## src/rtl/fsm_pkg.sv

```systemverilog
// Shared state encoding and timing defaults for the master/slave sequencing FSMs.
package fsm_pkg;

  typedef enum logic [1:0] {
    IDLE  = 2'b00,
    START = 2'b01,
    WAIT  = 2'b10,
    ERROR = 2'b11
  } fsm_state_t;

  localparam int unsigned TIMEOUT_PERIOD_DEF = 32'd50_000_000;

endpackage

```

## src/rtl/rr_arbiter.sv

```systemverilog
// Round-robin requester selection: combinational search from the pointer,
// pointer advanced past the winner when the grant is accepted.
module rr_arbiter #(
  parameter int NUM_REQ = 4
) (
  input  logic               clk,
  input  logic               rst,
  input  logic [NUM_REQ-1:0] req,
  input  logic               accept,
  output logic [NUM_REQ-1:0] gnt,
  output logic               any
);

  localparam int PTR_W = $clog2(NUM_REQ);

  logic [PTR_W-1:0] ptr_q;
  logic [PTR_W-1:0] ptr_nxt;

  assign any = |req;

  // First set request at or above the pointer, wrapping around.
  always_comb begin
    int   idx;
    int   nxt;
    logic found;
    gnt     = '0;
    ptr_nxt = ptr_q;
    found   = 1'b0;
    idx     = 0;
    nxt     = 0;
    for (int k = 0; k < NUM_REQ; k++) begin
      idx = (int'(ptr_q) + k) % NUM_REQ;
      nxt = (idx + 1) % NUM_REQ;
      if (!found && req[idx[PTR_W-1:0]]) begin
        found                 = 1'b1;
        gnt[idx[PTR_W-1:0]]   = 1'b1;
        ptr_nxt               = nxt[PTR_W-1:0];
      end
    end
  end

  // Winner moves to lowest priority once its grant is taken.
  always_ff @(posedge clk or posedge rst) begin
    if (rst)
      ptr_q <= '0;
    else if (accept && any)
      ptr_q <= ptr_nxt;
  end

endmodule

```

## src/rtl/slave_fsm_arbiter.sv

```systemverilog
// Shares one slave_fsm between NUM_REQ requesters: round-robin grant,
// start/done handshake with the slave, and timeout-driven abort.
//
// state | meaning
// IDLE  | no job; arbitrate over req, done pulse may be presented here
// START | slv_start pulsed, counter cleared
// WAIT  | slave working; watch for done or counter terminal count
// ERROR | timeout: slv_abort and req_err high, back to IDLE next
module slave_fsm_arbiter
  import fsm_pkg::*;
#(
  parameter int          NUM_REQ        = 4,
  parameter int unsigned TIMEOUT_PERIOD = TIMEOUT_PERIOD_DEF,
  parameter int          CNT_W          = 32
) (
  input  logic               clk,
  input  logic               rst,
  input  logic [NUM_REQ-1:0] req,
  output logic [NUM_REQ-1:0] gnt,
  output logic [NUM_REQ-1:0] req_done,
  output logic [NUM_REQ-1:0] req_err,
  output logic               slv_start,
  output logic               slv_abort,
  input  logic               slv_busy,
  input  logic               slv_done,
  output logic [1:0]         state,
  output logic               busy
);

  localparam logic [CNT_W-1:0] CNT_LAST = CNT_W'(TIMEOUT_PERIOD - 1);

  fsm_state_t         state_q, state_d;
  logic [NUM_REQ-1:0] gnt_q, gnt_d;
  logic [NUM_REQ-1:0] req_done_q, req_done_d;
  logic [NUM_REQ-1:0] req_err_q, req_err_d;
  logic               slv_start_q, slv_start_d;
  logic               slv_abort_q, slv_abort_d;
  logic               busy_q, busy_d;
  logic [CNT_W-1:0]   cnt_q, cnt_d;

  logic [NUM_REQ-1:0] arb_gnt;
  logic               arb_any;
  logic               accept;

  rr_arbiter #(
    .NUM_REQ (NUM_REQ)
  ) u_rr (
    .clk    (clk),
    .rst    (rst),
    .req    (req),
    .accept (accept),
    .gnt    (arb_gnt),
    .any    (arb_any)
  );

  // Next state and next registered outputs; pulses default low.
  always_comb begin
    state_d     = state_q;
    gnt_d       = gnt_q;
    req_done_d  = '0;
    req_err_d   = '0;
    slv_start_d = 1'b0;
    slv_abort_d = 1'b0;
    cnt_d       = cnt_q;
    accept      = 1'b0;
    case (state_q)
      IDLE: begin
        gnt_d = '0;
        if (arb_any) begin
          accept      = 1'b1;
          state_d     = START;
          gnt_d       = arb_gnt;
          slv_start_d = 1'b1;
        end
      end
      START: begin
        state_d = WAIT;
        cnt_d   = '0;
      end
      WAIT: begin
        // Completion wins over a timeout landing in the same cycle.
        if (!slv_busy && slv_done) begin
          state_d    = IDLE;
          gnt_d      = '0;
          req_done_d = gnt_q;
        end else if (cnt_q == CNT_LAST) begin
          state_d     = ERROR;
          slv_abort_d = 1'b1;
          req_err_d   = gnt_q;
        end else begin
          cnt_d = cnt_q + CNT_W'(1);
        end
      end
      ERROR: begin
        state_d = IDLE;
        gnt_d   = '0;
      end
      default: begin
        state_d = IDLE;
        gnt_d   = '0;
        cnt_d   = '0;
      end
    endcase
    busy_d = (state_d != IDLE);
  end

  // State, counter and all outputs registered together.
  always_ff @(posedge clk or posedge rst) begin
    if (rst) begin
      state_q     <= IDLE;
      gnt_q       <= '0;
      req_done_q  <= '0;
      req_err_q   <= '0;
      slv_start_q <= 1'b0;
      slv_abort_q <= 1'b0;
      busy_q      <= 1'b0;
      cnt_q       <= '0;
    end else begin
      state_q     <= state_d;
      gnt_q       <= gnt_d;
      req_done_q  <= req_done_d;
      req_err_q   <= req_err_d;
      slv_start_q <= slv_start_d;
      slv_abort_q <= slv_abort_d;
      busy_q      <= busy_d;
      cnt_q       <= cnt_d;
    end
  end

  assign state     = state_q;
  assign gnt       = gnt_q;
  assign req_done  = req_done_q;
  assign req_err   = req_err_q;
  assign slv_start = slv_start_q;
  assign slv_abort = slv_abort_q;
  assign busy      = busy_q;

endmodule
```

## config.mk

```make
export PLATFORM = sky130hd
export DESIGN_NAME = slave_fsm_arbiter
export DESIGN_NICKNAME = d
export VERILOG_FILES = /design/src/rtl/fsm_pkg.sv /design/src/rtl/rr_arbiter.sv /design/src/rtl/slave_fsm_arbiter.sv
export SDC_FILE = /design/constraint.sdc
export NUM_CORES = 1
export LEC_CHECK = 0
export ABC_AREA = 1
export CAP_MARGIN = 20
export CELL_PAD_IN_SITES_DETAIL_PLACEMENT = 0
export CELL_PAD_IN_SITES_GLOBAL_PLACEMENT = 1
export CORE_MARGIN = 10
export CORE_UTILIZATION = 45
export DETAILED_ROUTE_END_ITERATION = 10
export PLACE_DENSITY = 0.88
export SLEW_MARGIN = 20
export SYNTH_ARGS = -nofsm -noshare
export SYNTH_HDL_FRONTEND = slang
export SYNTH_SLANG_ARGS = --single-unit
export TNS_END_PERCENT = 50
```

## constraint.sdc

```tcl
create_clock -name clk -period 3.1 [get_ports clk]
set_input_delay 0.62 -clock clk [delete_from_list [all_inputs] [get_ports clk]]
set_output_delay 0.62 -clock clk [all_outputs]
set_load 0.005 [all_outputs]
```

Word level (Yosys, flattened, before mapping):

Index checks and enable logic that the tools add are counted.

* flip-flop bits (word level): 51
* output and inout port bits: 17
* bits of input ports: 8

* eq/ne operators: 7
* $add $sub $neg: 7
* bitwise logic cells: 3
* muxes and demuxes: 47
* reductions and logical operators: 22
* $lt $le $gt $ge: 8

Operator list (count)
* 32-bit 2-to-1 mux: 2
* 32-bit case mux with 2 select lines: 1
* 4-bit 2-to-1 mux: 11
* 32-bit by 1-bit adder with 32-bit output (second input constant): 1
* 32-bit by 26-bit == test with 1-bit output (second input constant): 1
* 1-bit 2-to-1 mux: 16
* 2-bit 2-to-1 mux: 7
* 2-bit by 3-bit < comparator with 1-bit output (second input constant): 4
* 4-bit OR: 3
* 4-bit case mux with 3 select lines: 1
* 2-bit adder (second input constant): 5
* 1-bit logical AND: 9
* 1-bit binary-select mux with 2-bit select: 4
* 1-bit demux with 2-bit select: 4
* 2-bit by 1-bit >= comparator with 1-bit output (second input constant): 4
* 2-bit case mux with 4 select lines: 1
* 2-bit != test (second input constant): 3
* 2-bit == test (second input constant): 2
* 1-bit logical NOT: 4
* 2-bit AND reduction: 2
* 2-bit nonzero test: 2
* 4-bit nonzero test: 1
* 4-bit OR reduction: 1
* 3-bit AND reduction: 1
* 4 further kinds: 4

Depth between registers and ports, before layout:

Gate-level depths: netlist of the first run.

* depth in word-level cells: 14
* mapped depth: 12

Hierarchy:

A second synthesis of the first run with hierarchy kept.

* cell total of the unflattened synthesis: 534
* area, all modules: 3479.6 µm²

Modules (own cells, without submodules)
* slave_fsm_arbiter: area an instance 2995.4 µm², instances 1, sequential area each 1226.2 µm², cells each 452
* rr_arbiter: area an instance 484.2 µm², instances 1, sequential area each 50.0 µm², cells each 82

Worst setup path before layout of the first run:

Ideal clock, no wire load.

* path kind: register to register
* start: reg u_rr.ptr_q[0]
* end: reg u_rr.ptr_q[1]
* setup time: 117 ps
* data required time: 2983 ps
* arrival: 1678 ps
* slack: 1305 ps
* stages on the path, launching flop included: 13
* cell sequence: dfrtp_1 inv_2 ha_1 inv_1 nand3_1 nand2_1 nand2_1 nand2_1 nand2_1 nor2_1 nor2_1 nor2_1 nor2_1

* longest elaborated chain between the ends: 13
* elaborated cells between the ends (all ways): 29

RTL lines
* start, declared: RTL line rr_arbiter.sv:16 `logic [PTR_W-1:0] ptr_q;`
* start signal, assigned: RTL line rr_arbiter.sv:47 `ptr_q <= ptr_nxt;`
* parallel branches: the longest is 13 deep, another holds 2-bit by 1-bit adder with 2-bit output

Parallel ways; which one is timed is not known. The select of a mux whose other input is x is not followed.
A chain may end at the register's enable or synchronous reset.

Worst setup path in the final report of the first run:

* start: reg u_rr.ptr_q[0]
* end: reg gnt_q[3] (netlist: gnt[3])

* longest elaborated chain between the ends: 14
* elaborated cells between the ends (all ways): 49

RTL lines
* parallel branches: the longest is 11 deep, another holds 2-bit by 3-bit < comparator with 1-bit output
* 4-bit 2-to-1 mux *: RTL line rr_arbiter.sv:34 `if (!found && req[idx[PTR_W-1:0]]) begin`
* 4-bit 2-to-1 mux *: RTL line slave_fsm_arbiter.sv:69 `if (arb_any) begin`
* 4-bit case mux with 3 select lines *: RTL line slave_fsm_arbiter.sv:66 `case (state_q)`
* end signal, assigned: RTL line slave_fsm_arbiter.sv:120 `gnt_q <= gnt_d;`
* end, declared: RTL line slave_fsm_arbiter.sv:33 `logic [NUM_REQ-1:0] gnt_q, gnt_d;`

Mark *: on every way between the ends. The select of a mux whose other input is x is not followed.

==> results of run 1 <==
[registers in the layout (all words and copies together), names as in the netlist]
name and flops:
req_done 4, state 2, slv_start 1, cnt_q 32
u_rr.ptr_q 2, slv_abort 1, gnt 4, req_err 4
busy 1
[how the worst max path moves through the flow]
stage	to	slack (ns)	depth (start not counted)
floorplan	busy	1.25	1
global placement	cnt_q[3]	0.78	8
finish	gnt[3]	0.84	11
detailed placement	cnt_q[6]	0.75	8
CTS	gnt[0]	0.86	11
global route	gnt[0]	0.64	11
[routing by layer]
| layer | global-route usage | up-vias | routed length, um |
|---|---|---|---|
| li1 | - | 1735 | - |
| met1 | 0.223 | 1612 | 4410 |
| met2 | 0.250 | 68 | 4130 |
| met3 | 0.0476 | 10 | 604 |
| met4 | 0.0348 | 0 | 76 |
| met5 | 0 | - | 0 |
[cell type report]
| cell class | count | area, um2 | share of cell area |
|---|---|---|---|
| Clock buffer | 5 | 68.8 | 0.0175 |
| Clock inverter | 3 | 23.8 | 0.00606 |
| Inverter | 58 | 218 | 0.0555 |
| Multi-Input combinational cell | 425 | 1950 | 0.496 |
| Sequential cell | 51 | 1280 | 0.325 |
| Tap cell | 102 | 128 | 0.0325 |
| Timing Repair Buffer | 27 | 263 | 0.0670 |
[cells in the final DEF, fill, tap and decap left out, drive strengths merged]
| cell type | Yosys | final |
|---|---|---|
| or2 | 1 | 1 |
| inv | 58 | 59 |
| nor3 | 20 | 20 |
| o21ai | 12 | 12 |
| nand2 | 207 | 207 |
| ha | 9 | 9 |
| nand3 | 60 | 60 |
| buf | 6 | 3 |
| clkdlybuf4s50 | 0 | 24 |
| clkinvlp | 0 | 1 |
| clkinv | 0 | 1 |
| xnor2 | 2 | 2 |
| nor2 | 97 | 97 |
| clkbuf | 5 | 5 |
| xor2 | 10 | 10 |
| dfrtp | 51 | 51 |
| nor4 | 1 | 1 |
| nand4 | 6 | 6 |
[tightest hold or removal path, cell delays in order (launching register included)]
cell and delay (ns):
dfrtp_1 0.38, nand3_1 0.08, nand2_1 0.06
[power by group]
| group | leakage (nW) | total [W] | switching, W | internal [W] |
|---|---|---|---|---|
| Sequential | 0.697 | 0.000822 | 0.0000877 | 0.000734 |
| Combinational | 1.07 | 0.00108 | 0.000767 | 0.000314 |
| Clock | 0.0461 | 0.000415 | 0.000252 | 0.000164 |
| Total | 1.81 | 0.00232 | 0.00111 | 0.00121 |
[cells in the mapped netlist]
library cell  number  share of area
buf_4              3         0.0064
buf_6              3         0.0096
clkbuf_1           5         0.0053
dfrtp_1           51           0.36
ha_1               9          0.032
inv_1             52          0.056
inv_2              6         0.0064
nand2_1          203           0.22
nand2_2            2         0.0036
nand2_4            2         0.0064
nand3_1           59          0.084
nand3_2            1         0.0028
nand4_1            6          0.011
nor2_1            93          0.099
nor2_2             3         0.0053
nor2_4             1         0.0032
nor3_1            16          0.023
nor3_2             3         0.0085
nor3_4             1         0.0046
nor4_1             1         0.0018
o21ai_0            8          0.011
o21ai_1            1         0.0014
o21ai_2            3         0.0075
or2_1              1         0.0018
xnor2_1            2         0.0050
xor2_1            10          0.025
[metrics by stage]
| step | hold slack, ns | instances |
|---|---|---|
| 6_report | 0.546 | 671 |
| 5_1_grt | 0.586 | 671 |
| 4_1_cts | 0.550 | 671 |
| 3_5_place_dp | 0.524 | 663 |
| 3_3_place_gp | 0.511 | 663 |
| 2_1_floorplan | 0.494 | 545 |
[kinds of logic (layout without fill, tap and decap cells)]
family,Yosys count,count (layout),synth area share
adders and majority gates,9,9,0.0320
AOI/OAI and AO/OA,12,12,0.0203
xor gates and xnor gates,12,12,0.0299
DFF,51,51,0.363
and+or+nand+nor,392,392,0.472
buffers and inverters,69,93,0.0833
==> flow_metrics.tcl, run 1 <==
set metrics [dict create \
    insertedDiodeCount 0 \
    crit_type "flip-flop to flip-flop" \
    rsz0062_at_grt "no" \
    p_leak_nw 1.81 \
    cts.clk_slew.worst_paths_ns 0.10 \
    hold_viol 0 \
    r2r-start "u_rr.ptr_q[0]" \
    grt_util_all_layers 0.163 \
    viasPerCell 5.10 \
    worst_slack_ns 0.844 \
    wl_per_cell_um 13.8 \
    rr_endpoint "gnt[3]" \
    drt_iter0_drc 211 \
    insertion_delay_ns 0.32 \
    critPathLaunchType "flip-flop" \
    drv_cap 0 \
    syn_inst 545 \
    nFillCells 788 \
    tns_ns 0 \
    ys_types 26 \
    fin_crit_ns 2.26 \
    reg2regPathDepth 11 \
    p_per_area_nw_per_um2 591 \
    whs_path_depth 2 \
    grt_max_degree 37 \
    placed_area_um2 3830 \
    hpwl_um 6900 \
    cts_resized 0 \
    fin_util 0.513 \
    vias 3425 \
    synth_nets 562 \
    min_path_type "flip-flop to flip-flop" \
    cts_buffer_depth 2 \
    routed_wl_um 9230 \
    num-nets-final 585 \
    crit_path_max_fanout 11 \
    grt_pass1_wl_um 15600 \
    grt_overflow 0 \
    drc 0 \
    crit_start "u_rr.ptr_q[0]" \
    outcome "finished, final reports clean" \
    area_growth_pct 11.6 \
    worstMarginPinSlew_ns 0.632 \
    drtAntennaViolNets 0 \
    cts_tree "done" \
    drive_gt1_frac 0.0598 \
    chipHeight_um 108 \
    pre_cts_ws_ns 0.746 \
    die_area_um2 11700 \
    core_area_um2 7650 \
    skew_ns 0.00522 \
    antenna_found_initial 0 \
    crit_required_ns 3.36 \
    cts_sinks 51 \
    die_w_um 108 \
    finalSetupViolations 0 \
    ys_ff_latch 51 \
    fmaxAchievable_ghz 0.443 \
    yosysSeqAreaShare 0.363 \
    grt_pass1_vias 3161 \
    r2r_setup_slack_ns 0.84 \
    finalWeightedCongestion 0.947 \
    post_cts_buffers 0 \
    power.total_w 0.00232 \
    fin_crit_sh 0.728 \
    path_delay_family "simple AND/OR/NAND/NOR gates" \
    numPortBuffers 24 \
    syn_area_um2 3520 \
    clockRootBuffer "clkbuf_8" \
    syn_area_per_cell_um2 6.45 \
    post-route-cell-area_um2 3920 \
    holdBufCountCts 0 \
    initial_utilization 0.460 \
    critPathMaxStageDelay_ns 0.60 \
    yosysWarnings 0 \
    drt_first_pass_iters 5 \
    row_count 32 \
    hold_end "cnt_q[14]" \
    crit_chain "inv_2 -> ha_1 -> inv_1 -> nand3_1 -> nand2_1 -> nand4_1 -> inv_1 -> nand2_1 -> nand2_1 -> nand2_1 -> nand2_1" \
    htreeDepth 2 \
    io_pins 25 \
    final_max_slew_viol_count 0 \
    end_kind "flip-flop" \
    irDropWorstVdd_v 0.000412 \
    path_common_cell "nand2_1" \
    cts_made_buffers 5 \
    holdCritStartpoint "cnt_q[14]" \
    worstPathArrival_ns 2.52 \
    slew_headroom 0.575 \
    critPathBufInv 3 \
    slowest_stage "dfrtp_1" \
]
No activity file was read; power rests on OpenSTA's default activity.
==> inputs of run 2 (changes only) <==
--- a/config.mk
+++ b/config.mk
@@ -10,9 +10,9 @@
 export CELL_PAD_IN_SITES_DETAIL_PLACEMENT = 0
 export CELL_PAD_IN_SITES_GLOBAL_PLACEMENT = 1
 export CORE_MARGIN = 10
-export CORE_UTILIZATION = 45
+export CORE_UTILIZATION = 38
 export DETAILED_ROUTE_END_ITERATION = 10
-export PLACE_DENSITY = 0.88
+export PLACE_DENSITY = 0.79
 export SLEW_MARGIN = 20
 export SYNTH_ARGS = -nofsm -noshare
 export SYNTH_HDL_FRONTEND = slang
==> constraint.sdc (replaced) <==
create_clock -name clk -period 2 [get_ports clk]
set_input_delay 0.4 -clock clk [delete_from_list [all_inputs] [get_ports clk]]
set_output_delay 0.4 -clock clk [all_outputs]
set_load 0.005 [all_outputs]
==> flow_metrics.tcl, run 2 (same netlist as run 1, synthesis figures left out) <==
set metrics [dict create \
    cts.clk_slew.worst_paths_ns 0.11 \
    cts_resized 0 \
    numPortBuffers 24 \
    crit_path_max_fanout 36 \
    die_w_um 116 \
    min_path_type "primary input to async pin" \
    cts_tree "done" \
    insertedDiodeCount 0 \
    fin_crit_sh 0.909 \
    row_count 35 \
    regMostFlops "cnt_q" \
    grt_util_all_layers 0.149 \
    hpwl_um 7120 \
    finalWeightedCongestion 0.905 \
    crit_required_ns 2.20 \
    area_growth_pct 14.7 \
    worstMarginPinSlew_ns 0.445 \
    critPathBufInv 0 \
    p_leak_nw 1.87 \
    pwr-share-seq 0.327 \
    layout_commonest_cell "nand2_1" \
    rr_endpoint "cnt_q[5]" \
    swShare 0.466 \
    viasPerCell 4.95 \
    holdBufCountCts 0 \
    crit_start "cnt_q[12]" \
    vias 3422 \
    crit_type "flip-flop to flip-flop" \
    pwr-share-comb 0.496 \
    htreeDepth 2 \
    reg2regPathDepth 9 \
    cp.depth 9 \
    num-nets-final 596 \
    crit_chain "nand2_2 -> nor3_4 -> nand2_1 -> nor2_2 -> nand3_2 -> nand2_4 -> nand2_4 -> nand2_1 -> o21ai_0" \
    initial_utilization 0.386 \
    chipHeight_um 116 \
    slew_headroom 0.702 \
    core_area_um2 9110 \
    drv_cap 0 \
    r2r-start "cnt_q[12]" \
    drtAntennaViolNets 0 \
    drt_first_pass_iters 5 \
    io_pins 25 \
    cts_buffer_depth 2 \
    hold_viol 0 \
    die_area_um2 13500 \
    drc 0 \
    end_kind "flip-flop" \
    wl_per_cell_um 13.7 \
    clockRootBuffer "clkbuf_8" \
    slowest_stage "dfrtp_1" \
    outcome "finished, final reports clean" \
    nFillCells 961 \
    post-route-cell-area_um2 4030 \
    power_switching_w 0.00174 \
    grt_pass1_wl_um 16200 \
    fin_hold_ws_ns 0.438 \
    insertion_delay_ns 0.32 \
    critPathMaxStageDelay_ns 0.45 \
    grt_pass1_vias 3169 \
    placed_area_um2 3940 \
    drt_iter0_drc 234 \
    cts_made_buffers 5 \
    clkPwrFrac 0.177 \
    grt_max_degree 52 \
    critPathLaunchType "flip-flop" \
    largest_reg_flops 32 \
    p_per_area_nw_per_um2 929 \
    r2r_setup_slack_ns 0.18 \
    final_cell_mix "203 x nand2_1, 93 x nor2_1, 59 x nand3_1, 51 x dfrtp_1, 50 x inv_1" \
    drive_gt1_frac 0.0793 \
    fmaxAchievable_ghz 0.550 \
    irDropWorstVdd_v 0.000463 \
    fin_crit_ns 1.82 \
    post_cts_buffers 0 \
    final_max_slew_viol_count 0 \
    antenna_found_initial 0 \
    multi_input_area_um2 1950 \
    cts_sinks 51 \
    seq_area_um2 1280 \
    rsz0062_at_grt "no" \
    path_delay_family "simple AND/OR/NAND/NOR gates" \
    grt_overflow 0 \
    skew_ns 0.00720 \
    internal_power_w 0.00200 \
    routed_wl_um 9470 \
    finalSetupViolations 0 \
    critPathCapture "cnt_q[5]" \
    worstPathArrival_ns 2.01 \
    fin_util 0.443 \
]
[run 2: worst min-delay path by stage]
stage | startpoint | to
final | rst | cnt_q[24]
after global routing | rst | cnt_q[29]
after CTS | rst | slv_abort
after detailed placement | gnt[2] | gnt[2]
after global placement | cnt_q[14] | cnt_q[14]
after floorplan | gnt[0] | gnt[0]
[run 2: metrics by stage]
| stage | std cells | setup TNS (ns) | setup slack (ns) | total power (W) |
|---|---|---|---|---|
| after floorplan | 545 | 0 | 0.205 | 0.00254 |
| after global placement | 683 | 0 | 0.0696 | 0.00311 |
| after detailed placement | 683 | -0.0362 | -0.0130 | 0.00311 |
| after CTS | 691 | 0 | 0.154 | 0.00379 |
| after global routing | 691 | 0 | 0.00479 | 0.00409 |
| final | 691 | 0 | 0.183 | 0.00375 |
[run 2: cell type report]
cell class,count,share of cell area
clock buffers,5,0.0171
inverters,58,0.0540
well taps,111,0.0344
multi-input cells,425,0.483
flip-flops and latches,51,0.316
repair buffers,38,0.0887
clock inverters,3,0.00652
[run 2: power by group through the flow]
| stage | combinational, W | clock [W] | sequential, W |
|---|---|---|---|
| finish | 0.00186 | 0.000663 | 0.00123 |
| global route | 0.00213 | 0.000712 | 0.00124 |
| CTS | 0.00188 | 0.000687 | 0.00123 |
| detailed placement | 0.00187 | 0 | 0.00125 |
| global placement | 0.00186 | 0 | 0.00124 |
| floorplan | 0.00128 | 0 | 0.00126 |
[run 2: worst reg2reg max path, delay by kind of cell (launching register included)]
kind / cells / cell delay, ns
flip-flops: 1 / 0.45
AND/OR/NAND/NOR: 8 / 1.15
AO/OA/AOI/OAI: 1 / 0.08
[run 2: routing by layer]
| metal | up-vias | GRT usage | part of all wire |
|---|---|---|---|
| met5 | - | 0 | 0 |
| met4 | 0 | 0.0250 | 0.0057 |
| met3 | 5 | 0.0349 | 0.059 |
| met2 | 76 | 0.232 | 0.44 |
| met1 | 1588 | 0.207 | 0.49 |
| li1 | 1753 | - | - |
==> inputs of run 3 (changes only) <==
--- a/config.mk
+++ b/config.mk
@@ -11,6 +11,8 @@
 export CELL_PAD_IN_SITES_GLOBAL_PLACEMENT = 1
 export CORE_MARGIN = 10
 export CORE_UTILIZATION = 38
+export CTS_BUF_LIST = sky130_fd_sc_hd__clkbuf_4 sky130_fd_sc_hd__clkbuf_8 sky130_fd_sc_hd__clkbuf_16
+export CTS_CLUSTER_DIAMETER = 150
 export DETAILED_ROUTE_END_ITERATION = 10
 export PLACE_DENSITY = 0.79
 export SLEW_MARGIN = 20
==> results of run 3 <==
No change in the layout: final DEF, timing and power equal those of run 2.
